[src/rtl/sync_iter_multiplier.sv]
// sync_iter_multiplier
//
// Multi-cycle integer multiplier. It works on one clock and retires STEP
// multiplier bits per cycle. Operands are taken as magnitudes plus a sign
// flag, the magnitudes are multiplied by shift-and-add, and the sign is
// applied on the final CALC cycle. Each operation selects signed or
// unsigned operands on its own.
//
// Timeline for an operation accepted at edge T:
//   edges T+1 .. T+ITER : one partial product per edge is added into acc
//   edge  T+ITER+1      : sign applied, c loaded, out_valid rises
//
// Parameters:
//   WIDTH  operand width; the product is 2*WIDTH bits
//   STEP   multiplier bits per CALC cycle (1, 2, 4 or 8; must divide WIDTH)
//
// Ports:
//   clk        rising-edge clock
//   rst        asynchronous active-low reset
//   in_valid   a, b and is_signed are valid
//   in_ready   the block can accept an operation (IDLE only)
//   a          multiplicand
//   b          multiplier
//   is_signed  1 = two's-complement operands, 0 = unsigned
//   out_valid  c holds a finished product
//   out_ready  the consumer accepts c
//   c          product, held until the next result or reset
//   busy       high in CALC or DONE

module sync_iter_multiplier #(
    parameter int WIDTH = 32,
    parameter int STEP  = 1
) (
    input  logic               clk,
    input  logic               rst,
    input  logic               in_valid,
    output logic               in_ready,
    input  logic [WIDTH-1:0]   a,
    input  logic [WIDTH-1:0]   b,
    input  logic               is_signed,
    output logic               out_valid,
    input  logic               out_ready,
    output logic [2*WIDTH-1:0] c,
    output logic               busy
);

    localparam int ITER  = WIDTH / STEP;
    localparam int CNT_W = $clog2(ITER + 1);
    localparam int SH_W  = $clog2(2 * WIDTH) + 1;
    localparam int PP_W  = WIDTH + STEP;

    // Reject unsupported configurations at elaboration. The module name
    // below does not exist, so elaboration fails.
    generate
        if (!((STEP == 1) || (STEP == 2) || (STEP == 4) || (STEP == 8)) ||
            ((WIDTH % STEP) != 0)) begin : g_illegal_params
            sync_iter_multiplier_illegal_step_or_width u_illegal_params ();
        end
    endgenerate

    typedef enum logic [1:0] {
        IDLE = 2'd0,
        CALC = 2'd1,
        DONE = 2'd2
    } state_t;

    state_t               state_q,     state_d;
    logic [WIDTH-1:0]     mag_a_q,     mag_a_d;
    logic [WIDTH-1:0]     mag_b_q,     mag_b_d;
    logic [2*WIDTH-1:0]   acc_q,       acc_d;
    logic [CNT_W-1:0]     cnt_q,       cnt_d;
    logic                 neg_q,       neg_d;
    logic [2*WIDTH-1:0]   c_q,         c_d;
    logic                 out_valid_q, out_valid_d;
    logic                 busy_q,      busy_d;

    logic [WIDTH-1:0]     abs_a;
    logic [WIDTH-1:0]     abs_b;
    logic [PP_W-1:0]      pp;
    logic [SH_W-1:0]      shift_amt;
    logic [2*WIDTH-1:0]   pp_shifted;

    // Operand magnitudes. Negating the most negative value gives back
    // the same bit pattern, and that pattern is the correct unsigned
    // magnitude 2^(WIDTH-1).
    always_comb begin
        abs_a = (is_signed && a[WIDTH-1]) ? -a : a;
        abs_b = (is_signed && b[WIDTH-1]) ? -b : b;
    end

    // Partial product: the low STEP multiplier bits times the multiplicand,
    // moved up to the weight of the bits retired so far.
    always_comb begin
        pp         = PP_W'(mag_b_q[STEP-1:0]) * PP_W'(mag_a_q);
        shift_amt  = SH_W'(cnt_q) * SH_W'(STEP);
        pp_shifted = (2*WIDTH)'(pp) << shift_amt;
    end

    // Next-state logic. CALC runs ITER accumulate cycles and then one more
    // cycle that applies the sign and loads c. out_valid is therefore high
    // on the same cycles the state is DONE.
    always_comb begin
        state_d     = state_q;
        mag_a_d     = mag_a_q;
        mag_b_d     = mag_b_q;
        acc_d       = acc_q;
        cnt_d       = cnt_q;
        neg_d       = neg_q;
        c_d         = c_q;
        out_valid_d = out_valid_q;
        busy_d      = busy_q;

        case (state_q)
            IDLE: begin
                if (in_valid) begin
                    mag_a_d = abs_a;
                    mag_b_d = abs_b;
                    neg_d   = is_signed & (a[WIDTH-1] ^ b[WIDTH-1]);
                    acc_d   = '0;
                    cnt_d   = '0;
                    busy_d  = 1'b1;
                    state_d = CALC;
                end
            end

            CALC: begin
                if (cnt_q == CNT_W'(ITER)) begin
                    c_d         = neg_q ? -acc_q : acc_q;
                    out_valid_d = 1'b1;
                    state_d     = DONE;
                end else begin
                    acc_d   = acc_q + pp_shifted;
                    mag_b_d = mag_b_q >> STEP;
                    cnt_d   = cnt_q + 1'b1;
                end
            end

            DONE: begin
                if (out_ready) begin
                    out_valid_d = 1'b0;
                    busy_d      = 1'b0;
                    state_d     = IDLE;
                end
            end

            default: begin
                out_valid_d = 1'b0;
                busy_d      = 1'b0;
                state_d     = IDLE;
            end
        endcase
    end

    // State and datapath registers. Reset clears everything and drops any
    // operation in flight.
    always_ff @(posedge clk or negedge rst) begin
        if (!rst) begin
            state_q     <= IDLE;
            mag_a_q     <= '0;
            mag_b_q     <= '0;
            acc_q       <= '0;
            cnt_q       <= '0;
            neg_q       <= 1'b0;
            c_q         <= '0;
            out_valid_q <= 1'b0;
            busy_q      <= 1'b0;
        end else begin
            state_q     <= state_d;
            mag_a_q     <= mag_a_d;
            mag_b_q     <= mag_b_d;
            acc_q       <= acc_d;
            cnt_q       <= cnt_d;
            neg_q       <= neg_d;
            c_q         <= c_d;
            out_valid_q <= out_valid_d;
            busy_q      <= busy_d;
        end
    end

    // in_ready stays low while reset is held, so nothing is accepted
    // during reset.
    assign in_ready  = rst & (state_q == IDLE);
    assign out_valid = out_valid_q;
    assign c         = c_q;
    assign busy      = busy_q;

endmodule

[config.mk]
export PLATFORM = sky130hd
export DESIGN_NAME = sync_iter_multiplier
export DESIGN_NICKNAME = d
export VERILOG_FILES = /design/src/rtl/sync_iter_multiplier.sv
export SDC_FILE = /design/constraint.sdc
export NUM_CORES = 1
export LEC_CHECK = 0
export ABC_AREA = 1
export CAP_MARGIN = 40
export CORE_MARGIN = 3
export CORE_UTILIZATION = 50
export CTS_CLUSTER_DIAMETER = 100
export DETAILED_ROUTE_END_ITERATION = 12
export PLACE_DENSITY_LB_ADDON = 0.2
export SLEW_MARGIN = 20
export SYNTH_ARGS = -nofsm -noshare
export SYNTH_HDL_FRONTEND = slang
export SYNTH_SLANG_ARGS = --single-unit
[constraint.sdc]
create_clock -name clk -period 7.1 [get_ports clk]
set_input_delay 1.42 -clock clk [delete_from_list [all_inputs] [get_ports clk]]
set_output_delay 1.42 -clock clk [all_outputs]
set_load 0.01 [all_outputs]
# Yosys cells after proc, flatten, opt, wreduce, memory -nomap -nowiden
# Cells that the tools add are included.
[word_totals] ff_bits=203 in_bits=69 out_inout_bits=67
[op_classes] add_sub_neg=5 multipliers=1 n_eq_ne=7 shift=1 mux=21 bitwise=5 reduce_logical=10
[op_table] cell="$mux W64" count=3
[op_table] cell="$mux W32" count=4
[op_table] cell="$pmux W64 S2" count=1
[op_table] cell="$add A64 B64 Y64" count=1
[op_table] cell="$neg A32 Y32" count=2
[op_table] cell="$neg A64 Y64" count=1
[op_table] cell="$pmux W32 S2" count=1
[op_table] cell="$shl A33 B6 Y64" count=1
[op_table] cell="$mul A1 B32 Y33" count=1
[op_table] cell="$mux W6" count=2
[op_table] cell="$pmux W6 S2" count=1
[op_table] cell="$reduce_and A3 Y1" count=4
[op_table] cell="$ne A2 B2 Y1 const B" count=4
[op_table] cell="$add A6 B1 Y6 const B" count=1
[op_table] cell="$eq A6 B6 Y1 const B" count=1
[op_table] cell="$mux W2" count=3
[op_table] cell="$pmux W1 S3" count=2
[op_table] cell="$pmux W2 S3" count=1
[op_table] cell="$reduce_and A2 Y1" count=2
[op_table] cell="$mux W1" count=3
[op_table] cell="$and A1 B1 Y1" count=2
[op_table] cell="$eq A2 B1 Y1 const B" count=1
[op_table] cell="$eq A2 B2 Y1 const B" count=1
[op_table] cell="$logic_and A1 B1 Y1" count=2
[op_table] cell="4 further kinds" count=5

# Logic depth before layout (Yosys ltp)
[depth] ltp_word=5 depth_mapped=32

# Worst setup path before layout
# No wires, ideal clock.
[synth_path] path_type="in2out" from="input port rst" to="output port in_ready" arrival_time_ps=1726 required_time_ps=5680 slack_ps=3954 path_stages=1 path_buffers=0 cell_sequence="nor3b_1"
[synth_between] elab_chain_cells=1
[synth_lines] element="start: declaration" line_no="35" text="input logic rst,"
[synth_lines] element="$and A1 B1 Y1" line_no="182" text="assign in_ready = rst & (state_q == IDLE);"
[synth_lines] element="end: declaration" line_no="37" text="output logic in_ready,"
# Every way passes these cells.

# Final worst setup path
[layout_path] from="register cnt_q[0]" to="register acc_q[35]"
[layout_between] elab_chain_cells=4 word_cells_on_any_way=7
[layout_lines] element="start: declaration" line_no="71" text="logic [CNT_W-1:0] cnt_q, cnt_d;"
[layout_lines] element="start signal: assignment" line_no="172" text="cnt_q <= cnt_d;"
[layout_lines] element="$shl A33 B6 Y64" line_no="96" text="pp_shifted = (2*WIDTH)'(pp) << shift_amt;"
[layout_lines] element="$add A64 B64 Y64" line_no="132" text="acc_d = acc_q + pp_shifted;"
[layout_lines] element="$mux W64" line_no="127" text="if (cnt_q == CNT_W'(ITER)) begin"
[layout_lines] element="$pmux W64 S2" line_no="113" text="case (state_q)"
[layout_lines] element="end signal: assignment" line_no="161" text="acc_q <= '0;"
[layout_lines] element="end signal: assignment" line_no="171" text="acc_q <= acc_d;"
[layout_lines] element="end: declaration" line_no="70" text="logic [2*WIDTH-1:0] acc_q, acc_d;"
# Parallel ways exist; a longest one is shown, timed or not. The select of a mux whose other input is x is not followed.
# A chain may end at the register's enable or synchronous reset.

==> impl_metrics.env <==
export IMPL_cp_startpoint="cnt_q[0]"
export IMPL_design_area_sq_um=21500
export IMPL_overflow=0
export IMPL_n_antenna_cell=0
export IMPL_cts_tree="built"
export IMPL_vias_per_cell=5.71
export IMPL_yosys_warnings=0
export IMPL_crit_family="simple AND/OR/NAND/NOR gates"
export IMPL_setup_viol_count_final=0
export IMPL_antenna_found_initial=0
export IMPL_synth_xor_area_share=0.0376
export IMPL_synth_async_reset_ratio=1.00
export IMPL_setup_tns_ns=0
export IMPL_synth_area_leaders="dfrtp_1, nand2_1, nor2_1, inv_1, o21ai_0"
export IMPL_seqCellArea_sq_um=5080
export IMPL_fmax_ghz=0.205
export IMPL_crit_type="register to register"
export IMPL_dr_pass1_iters=6
export IMPL_globalplace_congestion=1.17
export IMPL_wl_per_cell_microns=19.7
export IMPL_synthSimpleGateAreaFrac=0.372
export IMPL_grtUsageTotal=0.352
export IMPL_cts_sinks=203
export IMPL_post_cts_setup_buffers=0
export IMPL_cts_buffers=25
export IMPL_startpoint_type="register"
export IMPL_synth_avg_cell_area_sq_um=6.10
export IMPL_worst_slew_margin_rel=0.461
export IMPL_crit_cells=20
export IMPL_syn_num_nets=3235
export IMPL_crit_chain="buf_4 > inv_4 > nand3_1 > nand2_1 > o21ai_0 > o21ai_0 > o21ai_0 > a21oi_1 > ha_1 > nand2_1 > nor2_1 > inv_1 > nor2_1 > inv_1 > nor2_1 > nand4_1 > nand3_1 > nand2_1 > nand3_1 > o21ai_0"
export IMPL_synth_top_family_by_area="simple AND/OR/NAND/NOR gates"
export IMPL_hold_violations=0
export IMPL_cts_clk_slew_worst_paths_ns=0.06
export IMPL_syn_inst=3097
export IMPL_io_pins=136
export IMPL_post_cts_resize_count=0
export IMPL_setup_slack_ns=2.23
export IMPL_place_hpwl_microns=58600
export IMPL_portBuffers=135
export IMPL_cp_arrival_ns=5.31
export IMPL_period_share=0.686
export IMPL_cts_root_buf="clkbuf_16"
export IMPL_max_stage_delay_ns=0.58
export IMPL_critPathBufInv=4
export IMPL_finalClockSkew_ns=0.0300
export IMPL_drc=0
export IMPL_fillCellCount=3651
export IMPL_clk_insertion_delay_late_ns=0.58
export IMPL_seq_area_frac_synth=0.269
export IMPL_coreArea_sq_um=37000
export IMPL_die_h_microns=200
export IMPL_drt_wl_total_microns=72900
export IMPL_synth_top_area_frac=0.269
export IMPL_multi_input_area_sq_um=11900
export IMPL_netlist_cell_type_count=58
export IMPL_dieArea_sq_um=40100
export IMPL_cts_hold_fix_buffers=0
export IMPL_ant_nets=0
export IMPL_reg2reg_depth=20
export IMPL_ys_seq_elements=203
export IMPL_status="completed"
export IMPL_vias=21119
export IMPL_endpoint_kind="register"
export IMPL_synth_flop_cell="dfrtp_1"
export IMPL_synth_edff_count=0
export IMPL_worst_slew_pin_slew_ns=0.809
export IMPL_grt_max_degree=79
export IMPL_maxCapViolCount=0
export IMPL_r2r_start="cnt_q[0]"
export IMPL_rsz0062_at_grt="false"
export IMPL_clockBufferDepth=3
export IMPL_netlist_area_sq_um=18900
export IMPL_worstPathRequired_ns=7.54
export IMPL_drive_gt1_frac=0.0398
export IMPL_die_x_microns=200
export IMPL_first_iter_violations=2233
export IMPL_grt_first_pass_wirelength_microns=112000
export IMPL_fin_nets=3312
export IMPL_h_tree_depth=1
export IMPL_fin_crit_ns=4.87
export IMPL_min_from="mag_b_q[31]"
export IMPL_rows=70
export IMPL_initial_utilization=0.511
export IMPL_post_place_ws_ns=2.08
export IMPL_yosysTopAreaCell="dfrtp_1"
export IMPL_syn_to_final_growth_pct=13.9
export IMPL_hold_depth=2
export IMPL_crit_slowest_cell="dfrtp_1"
export IMPL_dpl_instance_area_sq_um=20500
export IMPL_synth_compound_area_frac=0.171
export IMPL_synthMuxAreaShare=0.00371
export IMPL_cp_common_cell="o21ai_0"
export IMPL_slew_viol_final=0
export IMPL_critical_path_max_fanout=34
export IMPL_synth_adder_area_share=0.0461
export IMPL_grt_pass1_vias=20064
export IMPL_hp_class="register to register"
[per-layer routing]
layer	vias to the layer above	share of wire	global-route usage
li1	10271	-	-
met1	9753	0.42	0.468
met2	928	0.45	0.579
met3	167	0.074	0.0366
met4	0	0.056	0.167
met5	-	0	0
[metrics by stage]
| stage | utilization | hold slack [ns] | std cells |
|---|---|---|---|
| after floorplan | - | 0.449 | 3097 |
| after global placement | 0.555 | 0.463 | 3646 |
| after detailed placement | 0.556 | 0.465 | 3648 |
| after CTS | 0.580 | 0.481 | 3693 |
| after global routing | 0.582 | 0.503 | 3696 |
| final | 0.582 | 0.484 | 3696 |
[final timing paths]
kind	to	slack, ns
min in group asynchronous	acc_q[31]	0.79
max reg2reg	acc_q[35]	2.23
max	acc_q[35]	2.23
min	mag_b_q[31]	0.48
min reg2reg	mag_b_q[31]	0.48
max in group asynchronous	mag_a_q[20]	4.79
[state kept, by name, indices dropped and copies added (netlist names)]
signal and flops:
mag_b_q 32, acc_q 64, c 64, mag_a_q 32, neg_q 1, cnt_q 6, busy 1, state_q 2
out_valid 1
[logic make-up after synthesis]
logic type | count (synthesis)
AND/OR/NAND/NOR | 1686
AO/OA/AOI/OAI | 577
buffers and inverters | 474
flip-flops | 203
XOR/XNOR | 81
adder cells (fa/ha/maj) | 69
multiplexers | 7
[synth_stat cells, drive strengths merged (13+ instances only)]
library cell,count
o21bai,19
nand3,217
dfrtp,203
ha,68
nor2,418
buf,69
nand3b,13
o221ai,22
o21ai,307
inv,361
nand4,41
a31oi,25
a21oi,145
nand2,926
o22ai,26
xor2,72
nor3,43
clkbuf,42
[cell usage in the layout (no fill, tap or decap), drive strengths merged, types with 43 or more instances in the layout]
| master | count |
|---|---|
| a21oi | 145 |
| clkdlybuf4s50 | 134 |
| dfrtp | 203 |
| xor2 | 72 |
| ha | 68 |
| o21ai | 307 |
| nor2 | 418 |
| nand2 | 926 |
| nand3 | 217 |
| inv | 365 |
| nor3 | 43 |
[worst reg2reg max path, delay by kind of cell (launching register included)]
kind / cells / cell delay (ns)
AND/OR/NAND/NOR: 10 / 1.73
adder cells (fa/ha/maj): 1 / 0.46
flip-flops: 1 / 0.58
AO/OA/AOI/OAI: 5 / 1.26
buffers and inverters: 4 / 0.74
[cell type report]
| class | count | area share |
|---|---|---|
| Clock buffer | 32 | 0.0326 |
| Clock inverter | 13 | 0.00989 |
| Inverter | 363 | 0.0635 |
| Multi-Input combinational cell | 2420 | 0.554 |
| Sequential cell | 203 | 0.236 |
| Tap cell | 504 | 0.0293 |
| Timing Repair Buffer | 161 | 0.0750 |
Power is not shown: default switching activity piles up to over one toggle a cycle in this logic, so the estimate is an artifact.
